===== src/rtl/servo_pkg.sv =====
// rtl/servo_pkg.sv - FSM states, position codes and counter widths for the servo PWM decoder
package servo_pkg;

   typedef enum logic [1:0] {
      IDLE      = 2'd0,
      WAIT_RISE = 2'd1,
      HIGH      = 2'd2,
      LOW       = 2'd3
   } servo_state_t;

   localparam logic [1:0] POS_1MS   = 2'd0;
   localparam logic [1:0] POS_1P5MS = 2'd1;
   localparam logic [1:0] POS_2MS   = 2'd2;

   localparam int POS_T1 = 9;
   localparam int POS_T2 = 14;

   localparam int HI_W  = 8;
   localparam int PER_W = 9;

   function automatic logic [1:0] pos_of(input logic [HI_W-1:0] w);
      if (w <= HI_W'(POS_T1))
         return POS_1MS;
      else if (w <= HI_W'(POS_T2))
         return POS_1P5MS;
      else
         return POS_2MS;
   endfunction

endpackage


===== src/rtl/servo_tick_gen.sv =====
// rtl/servo_tick_gen.sv - measurement tick prescaler with synchronous restart
module servo_tick_gen #(
   parameter int PRESCALE = 5000
) (
   input  logic i_clk,
   input  logic i_rst_n,
   input  logic i_clr,
   output logic o_tick
);

   localparam int CW = (PRESCALE > 1) ? $clog2(PRESCALE) : 1;
   localparam logic [CW-1:0] LAST = CW'(PRESCALE - 1);

   logic [CW-1:0] r_cnt;

   // The tick is not masked by i_clr so a tick landing on a restart edge still counts.
   assign o_tick = (r_cnt == LAST);

   always_ff @(posedge i_clk or negedge i_rst_n) begin
      if (!i_rst_n)
         r_cnt <= '0;
      else if (i_clr || o_tick)
         r_cnt <= '0;
      else
         r_cnt <= r_cnt + CW'(1);
   end

endmodule


===== src/rtl/servo_pwm_decoder.sv =====
// rtl/servo_pwm_decoder.sv - servo pulse width/period decoder with loss-of-signal detection
// Optional GLITCH_FILTER_EN: 4-sample level filter after the synchronizer.
module servo_pwm_decoder
   import servo_pkg::*;
#(
   parameter int CLK_HZ     = 50_000_000,
   parameter int TICK_HZ    = 10_000,
   parameter int MIN_HIGH   = 5,
   parameter int MAX_HIGH   = 25,
   parameter int LOST_TICKS = 250
) (
   input  logic              i_clk,
   input  logic              i_rst_n,
   input  logic              i_pwm_in,
   input  logic              i_pol,
   output logic [HI_W-1:0]   o_width,
   output logic [PER_W-1:0]  o_period,
   output logic [1:0]        o_position,
   output logic              o_width_valid,
   output logic              o_pulse_err,
   output logic              o_signal_lost
);

   logic               r_sync1, r_sync2;
   logic               w_clean, w_line, r_line_q, w_rise, w_fall;
   logic               w_tick;
   servo_state_t       r_state, w_state_nxt;
   logic [HI_W-1:0]    r_hi_cnt, w_hi_inc;
   logic [PER_W-1:0]   r_per_cnt, w_per_inc;
   logic               w_lost, w_legal;
   logic               w_clr_cnt, w_latch_per, w_eval;
   logic [HI_W-1:0]    r_width;
   logic [PER_W-1:0]   r_period;
   logic [1:0]         r_position;
   logic               r_width_valid, r_pulse_err, r_signal_lost;

   always_ff @(posedge i_clk or negedge i_rst_n) begin
      if (!i_rst_n) begin
         r_sync1 <= 1'b0;
         r_sync2 <= 1'b0;
      end else begin
         r_sync1 <= i_pwm_in;
         r_sync2 <= r_sync1;
      end
   end

`ifdef GLITCH_FILTER_EN
   logic       r_flt;
   logic [1:0] r_flt_cnt;

   // Level follows the synchronized pin only after four consecutive differing samples.
   always_ff @(posedge i_clk or negedge i_rst_n) begin
      if (!i_rst_n) begin
         r_flt     <= 1'b0;
         r_flt_cnt <= 2'd0;
      end else if (r_sync2 == r_flt) begin
         r_flt_cnt <= 2'd0;
      end else if (r_flt_cnt == 2'd3) begin
         r_flt     <= r_sync2;
         r_flt_cnt <= 2'd0;
      end else begin
         r_flt_cnt <= r_flt_cnt + 2'd1;
      end
   end

   assign w_clean = r_flt;
`else
   assign w_clean = r_sync2;
`endif

   assign w_line = w_clean ~^ i_pol;
   assign w_rise = w_line & ~r_line_q;
   assign w_fall = ~w_line & r_line_q;

   always_ff @(posedge i_clk or negedge i_rst_n) begin
      if (!i_rst_n)
         r_line_q <= 1'b0;
      else
         r_line_q <= w_line;
   end

   servo_tick_gen #(
      .PRESCALE (CLK_HZ / TICK_HZ)
   ) u_tick_gen (
      .i_clk   (i_clk),
      .i_rst_n (i_rst_n),
      .i_clr   (w_rise),
      .o_tick  (w_tick)
   );

   assign w_hi_inc  = (w_tick && (r_hi_cnt != '1))  ? r_hi_cnt + HI_W'(1)   : r_hi_cnt;
   assign w_per_inc = (w_tick && (r_per_cnt != '1)) ? r_per_cnt + PER_W'(1) : r_per_cnt;
   assign w_lost    = (w_per_inc == PER_W'(LOST_TICKS)) && (r_per_cnt != PER_W'(LOST_TICKS));
   assign w_legal   = (w_hi_inc >= HI_W'(MIN_HIGH)) && (w_hi_inc <= HI_W'(MAX_HIGH));

   always_ff @(posedge i_clk or negedge i_rst_n) begin
      if (!i_rst_n)
         r_state <= IDLE;
      else
         r_state <= w_state_nxt;
   end

   always_comb begin
      w_state_nxt = r_state;
      w_clr_cnt   = 1'b0;
      w_latch_per = 1'b0;
      w_eval      = 1'b0;
      if (w_lost) begin
         w_state_nxt = IDLE;
      end else begin
         case (r_state)
            IDLE:      if (!w_line) w_state_nxt = WAIT_RISE;
            WAIT_RISE: if (w_rise) begin
               w_clr_cnt   = 1'b1;
               w_state_nxt = HIGH;
            end
            HIGH:      if (w_fall) begin
               w_eval      = 1'b1;
               w_state_nxt = LOW;
            end
            LOW:       if (w_rise) begin
               w_clr_cnt   = 1'b1;
               w_latch_per = 1'b1;
               w_state_nxt = HIGH;
            end
            default:   w_state_nxt = IDLE;
         endcase
      end
   end

   always_ff @(posedge i_clk or negedge i_rst_n) begin
      if (!i_rst_n) begin
         r_hi_cnt      <= '0;
         r_per_cnt     <= '0;
         r_width       <= '0;
         r_period      <= '0;
         r_position    <= POS_1MS;
         r_width_valid <= 1'b0;
         r_pulse_err   <= 1'b0;
         r_signal_lost <= 1'b1;
      end else begin
         r_width_valid <= w_eval && w_legal;
         r_pulse_err   <= w_eval && !w_legal;
         if (w_clr_cnt)
            r_hi_cnt <= '0;
         else if (r_state == HIGH)
            r_hi_cnt <= w_hi_inc;
         r_per_cnt <= w_clr_cnt ? '0 : w_per_inc;
         if (w_latch_per)
            r_period <= w_per_inc;
         if (w_eval && w_legal) begin
            r_width    <= w_hi_inc;
            r_position <= pos_of(w_hi_inc);
         end
         if (w_lost)
            r_signal_lost <= 1'b1;
         else if (w_eval && w_legal)
            r_signal_lost <= 1'b0;
      end
   end

   assign o_width       = r_width;
   assign o_period      = r_period;
   assign o_position    = r_position;
   assign o_width_valid = r_width_valid;
   assign o_pulse_err   = r_pulse_err;
   assign o_signal_lost = r_signal_lost;

endmodule


===== config.mk =====
export PLATFORM = sky130hd
export DESIGN_NAME = servo_pwm_decoder
export DESIGN_NICKNAME = d
export VERILOG_FILES = /design/src/rtl/servo_pkg.sv /design/src/rtl/servo_tick_gen.sv /design/src/rtl/servo_pwm_decoder.sv
export SDC_FILE = /design/constraint.sdc
export NUM_CORES = 1
export LEC_CHECK = 0
export CORE_MARGIN = 2
export CORE_UTILIZATION = 55
export DETAILED_ROUTE_END_ITERATION = 16
export GPL_TIMING_DRIVEN = 0
export PLACE_DENSITY = 0.77
export SKIP_CTS_REPAIR_TIMING = 1
export SLEW_MARGIN = 20
export SYNTH_ARGS = -nofsm -noshare
export SYNTH_HDL_FRONTEND = slang
export SYNTH_SLANG_ARGS = --single-unit

===== constraint.sdc =====
create_clock -name i_clk -period 3.9 [get_ports i_clk]
set_input_delay 0.78 -clock i_clk [delete_from_list [all_inputs] [get_ports i_clk]]
set_output_delay 0.78 -clock i_clk [all_outputs]
set_load 0.005 [all_outputs]

# After elaboration in Yosys (flattened, before gate mapping)
# Cells that the tools add are included.
[totals]
ff_bits = 57
inputBits = 4
output_inout_bits = 22
word_cells = 72
[classes]
n_addsub = 3
magnitude_cmp = 4
eq_ne = 11
n_mux = 23
n_bitwise = 5
reduce_logical = 13
[op_table]
columns = ["op", "count"]
rows = [
  ["$mux 8", 3],
  ["$mux 9", 2],
  ["$le 8x4->1 const B", 2],
  ["$add 13x1->13 const B", 1],
  ["$eq 13x13->1 const B", 1],
  ["$mux 13", 1],
  ["$mux 2", 6],
  ["$mux 1", 10],
  ["$add 9x1->9 const B", 1],
  ["$eq 9x8->1 const B", 1],
  ["$ne 9x8->1 const B", 1],
  ["$ne 9x9->1 const B", 1],
  ["$add 8x1->8 const B", 1],
  ["$ge 8x3->1 const B", 1],
  ["$le 8x5->1 const B", 1],
  ["$ne 8x8->1 const B", 1],
  ["$logic_and 1x1->1", 6],
  ["$ne 3x3->1 const B", 2],
  ["$pmux 2 s3", 1],
  ["$eq 2x2->1 const B", 2],
  ["$reduce_bool 2->1", 2],
  ["$ne 3x1->1 const B", 1],
  ["$reduce_and 3->1", 1],
  ["$and 1x1->1", 2],
  ["other kinds (7)", 8],
]

# Logic depth before layout (Yosys ltp)
[logic_depth]
ltp_word = 9
mapped_depth = 12
mapped_depth_nobuf = 12

# Cells and area by module
# Synthesis repeated with hierarchy kept, for this count alone.
[hier_totals]
cells_unflattened = 269
area_unflattened_um2 = 2879.0
[by_module_without_submodules]
columns = ["mod", "n_inst", "cells_each", "area_each_um2", "seq_area_each_um2"]
rows = [
  ["servo_pwm_decoder", 1, 205, 2218.4, 1102.3],
  ["servo_tick_gen", 1, 64, 660.6, 325.3],
]

# Least setup slack after synthesis
# No wires, ideal clock.
[synth_path]
path_type = "register to register"
startpoint = "register u_tick_gen.r_cnt[5]"
endpoint = "register r_position[0] (netlist: o_position[0])"
setup_time_ns = 0.125
t_arrival_ns = 2.899
required_time_ns = 3.775
slack_ns = 0.875
path_stages_with_launch = 10
path_buffers = 1
period_less_slack_ns = 3.025
path_cell_list = "dfrtp_1 -> or4_4 -> buf_6 -> nor4_1 -> mux2_2 -> a21boi_0 -> a311oi_1 -> nand3_4 -> inv_6 -> mux2_4"
[synth_between]
elab_chain_cells = 7
elab_cells_between_ends = 16
cone_classes = "4 x order compare; 2 x eq/ne; 5 x mux; 5 x reduce/logical"
[synth_lines]
columns = ["element", "line", "source"]
rows = [
  ["start: declaration", "servo_tick_gen.sv:14", "logic [CW-1:0] r_cnt;"],
  ["start signal: assignment", "servo_tick_gen.sv:25", "r_cnt <= r_cnt + CW'(1);"],
  ["$eq 13x13->1 *", "servo_tick_gen.sv:17", "assign o_tick = (r_cnt == LAST);"],
  ["parallel branches: the longest is 6 deep, another holds $le 8x4->1", "-", ""],
  ["end signal: assignment", "servo_pwm_decoder.sv:153", "r_position <= pos_of(w_hi_inc);"],
  ["end: declaration", "servo_pwm_decoder.sv:34", "logic [1:0] r_position;"],
]
# Every way passes the cells marked *.
# A chain may end at the register's enable or synchronous reset.

# Final worst setup path
[layout_path]
startpoint = "register r_per_cnt[0]"
endpoint = "register r_period[8] (netlist: o_period[8])"
[layout_between]
elab_chain_cells = 6
elab_cells_between_ends = 8
cone_classes = "1 x add/sub; 3 x eq/ne; 2 x mux; 2 x reduce/logical"
[layout_lines]
columns = ["element", "line", "source"]
rows = [
  ["start: declaration", "servo_pwm_decoder.sv:29", "logic [PER_W-1:0] r_per_cnt, w_per_inc;"],
  ["start signal: assignment", "servo_pwm_decoder.sv:148", "r_per_cnt <= w_clr_cnt ? '0 : w_per_inc;"],
  ["parallel branches: the longest is 6 deep, another holds $add 9x1->9", "-", ""],
  ["end signal: assignment", "servo_pwm_decoder.sv:150", "r_period <= w_per_inc;"],
  ["end: declaration", "servo_pwm_decoder.sv:33", "logic [PER_W-1:0] r_period;"],
]
# Parallel ways; which one is timed is not known.

==> results_dict.tcl <==
set metrics [dict create \
    critPathLaunchType "register" \
    instances_no_fill 390 \
    drt_first_pass_iters 4 \
    drt-total-wl_mm 6.10 \
    maxSlewViolCount 0 \
    worstReg2RegStart "r_per_cnt[0]" \
    reg2reg_slack_ps 380 \
    power_density_mw_per_mm2 462 \
    cts_inserted_buffers 9 \
    die-area_mm2 0.00590 \
    synth_edf_count 0 \
    crit_type "register to register" \
    synth-seq-area-share_pct 48.9 \
    arrival_ps 3770 \
    grt_use_total_pct 22.5 \
    maxSlewHeadroom_pct 38.9 \
    clk_pin_slew_worst_paths_ps 60 \
    syn_avg_cell_area_um2 10.5 \
    antenna_found_initial 0 \
    wl_met3_um 296 \
    placementRows 26 \
    initial_core_util_pct 57.1 \
    cp_data_required_time_ps 4150 \
    post-route-period-util_pct 90.2 \
    yosysWarnings 0 \
    hold_viol 0 \
    top_layer "met4" \
    antenna_cells 0 \
    hp-start "r_sync1" \
    multi_input_area_mm2 0.00141 \
    postSynthNetCount 288 \
    skew_ps 4.85 \
    setup.worst_path.start "r_per_cnt[0]" \
    met1Wirelength_mm 2.83 \
    grt_pass1_vias 2140 \
    ant_nets 0 \
    dr_wl_met2_mm 2.89 \
    grt_start_max_net_pins 58 \
    syn_area_mm2 0.00292 \
    cts_tree "built" \
    fin_crit_ps 3520 \
    netlist.area_leader.share_pct 48.0 \
    port_buffers 25 \
    netlist_instances 279 \
    max_freq_mhz 284 \
    status "completed" \
    grt_pass1_wl_mm 10.3 \
    hold-worst-slack_ps 358 \
    fill_cells 421 \
    vias 2220 \
    ys_top_cells_by_area "dfrtp_1 48%, nor2_1 4.9%, xnor2_1 3.9%, xor2_1 3.9%, mux2_4 3.6%" \
    ys_async_sr_fraction_pct 100 \
    ys_seq_elements 57 \
    die_width_um 76.8 \
    globalplace.congestion 0.875 \
    htreeDepth 3 \
    whs_path_depth 0 \
    p_leak_nw 1.46 \
    placedCellCount 374 \
    hold_end "r_sync2" \
    ioPinCount 26 \
    cap_violations 0 \
    die_y_um 76.8 \
    drt_iter0_markers 240 \
    setup_violations 0 \
    drive_above_1_share_pct 11.6 \
    tns_ps 0 \
    clock-sinks 57 \
    vias_per_cell 5.69 \
    worst_setup_path_end_kind "register" \
    synth_top_cell_by_area "dfrtp_1" \
    cp_max_fo 10 \
    grt_overflow 0 \
    cts-root-buf "clkbuf_8" \
    hp-class "register to register" \
    r2r_end "o_period[8]" \
    synth.distinct_cells 49 \
    total_power_w 0.00159 \
    synthFlopType "dfrtp_1" \
    ff_latch_area_mm2 0.00143 \
    grt_setup_unrepaired "false" \
    hpwl_mm 4.18 \
    rr_worst_depth 11 \
    wl_per_cell_um 15.6 \
    clk_latency_ps 330 \
    post-route-drc-count 0 \
    core_mm2 0.00511 \
    final_nets 324 \
    ir_drop_mv 0.303 \
    clockBufferDepth 2 \
    area_growth_pct 18.1 \
    tightest_slew_ps 909 \
]
-- cell type report --
cell class | count | share of cell area [%]
Inverter | 6 | 0.799
Sequential cell | 57 | 41.4
Multi-Input combinational cell | 204 | 40.9
Tap cell | 70 | 2.54
Clock inverter | 2 | 0.290
Clock buffer | 14 | 5.30
Timing Repair Buffer | 25 | 7.19
Buffer | 12 | 1.53
-- metrics by stage --
stage               util, %  instance area (µm²)  worst slack (ps)
finish                 67.5                 3450               382
global route           67.5                 3450               120
CTS                    67.5                 3450               473
detailed placement     63.7                 3250               484
global placement       63.7                 3260               349
floorplan                 -                 2920               875
-- cells in the mapped netlist, types with 2 or more instances --
cell       n
a21oi_1   11
nand2_1   16
nor3_1     5
and4_1     4
a21boi_0   2
xnor2_1   13
or4_1      2
nand4b_1   2
a31oi_1    7
mux2i_1    4
or4_4      2
and2_1     4
clkbuf_1  11
mux2_2     5
nor2_1    38
inv_1      5
nand2b_1   3
o21ai_0    9
nor2b_1    3
nand3_1   12
nand4_1    4
and3_1     5
mux2_4     7
ha_1       5
dfrtp_1   56
nor4bb_1   2
nor3b_1    2
or3_1      2
xor2_1    13
nor4_1     6
-- how the worst max path moves through the flow --
stage               endpoint  slack (ps)  cells after the start
6_report         o_period[8]         380                     11
5_1_grt          o_period[8]         120                     11
4_1_cts           o_width[2]         470                      9
3_5_place_dp      o_width[2]         480                      9
3_3_place_gp   o_width_valid         350                      1
2_1_floorplan  o_position[0]         880                      9
-- routing by layer --
| layer | up-vias | GRT usage, % |
|---|---|---|
| li1 | 1062 | - |
| met1 | 1083 | 30.5 |
| met2 | 68 | 32.8 |
| met3 | 7 | 6.24 |
| met4 | 0 | 12.2 |
| met5 | - | 0 |
-- cells by family (layout without fill, tap and decap cells) --
logic type | Yosys count | after routing | synth area share (%)
flops | 57 | 57 | 48.9
xor+xnor | 26 | 26 | 7.80
simple gates | 119 | 119 | 22.9
buf+inv | 18 | 59 | 2.74
mux | 16 | 16 | 6.90
compound gates | 38 | 38 | 8.62
fa+ha+maj | 5 | 5 | 2.14
-- worst max-delay path, cell delays in order, from the launching register on --
cell and delay [ps]:
dfrtp_1 460, ha_1 290, nand3_1 120, nor2_1 50, ha_1 260, nor4_1 820
nor4b_1 110, o2111ai_1 360, o31a_1 250, clkbuf_1 410, a21oi_1 130, a31oi_1 170
-- flip-flops by register name (all words and copies together), names as in the netlist --
register / flops
o_pulse_err: 1
r_hi_cnt: 8
o_signal_lost: 1
o_width: 8
r_state: 2
r_per_cnt: 9
o_width_valid: 1
r_sync2: 1
u_tick_gen.r_cnt: 13
r_sync1: 1
o_period: 9
o_position: 2
r_line_q: 1
-- placed cells by master (no fill, tap or decap), types with 6 or more instances in the layout --
| cell | synthesis | final |
|---|---|---|
| dfrtp_1 | 56 | 56 |
| nor2_1 | 38 | 38 |
| clkdlybuf4s50_1 | 0 | 24 |
| nand2_1 | 16 | 16 |
| xor2_1 | 13 | 13 |
| xnor2_1 | 13 | 13 |
| clkbuf_8 | 0 | 13 |
| clkbuf_1 | 11 | 12 |
| nand3_1 | 12 | 12 |
| a21oi_1 | 11 | 11 |
| o21ai_0 | 9 | 9 |
| a31oi_1 | 7 | 7 |
| mux2_4 | 7 | 7 |
| nor4_1 | 6 | 6 |
-- report_power, final --
part / total (W) / internal, W / switching (W)
Sequential: 0.000740 / 0.000680 / 0.0000601
Clock: 0.000519 / 0.000298 / 0.000221
Combinational: 0.000332 / 0.000195 / 0.000137
Total: 0.00159 / 0.00117 / 0.000418
Power figures use the tool's default switching activity.
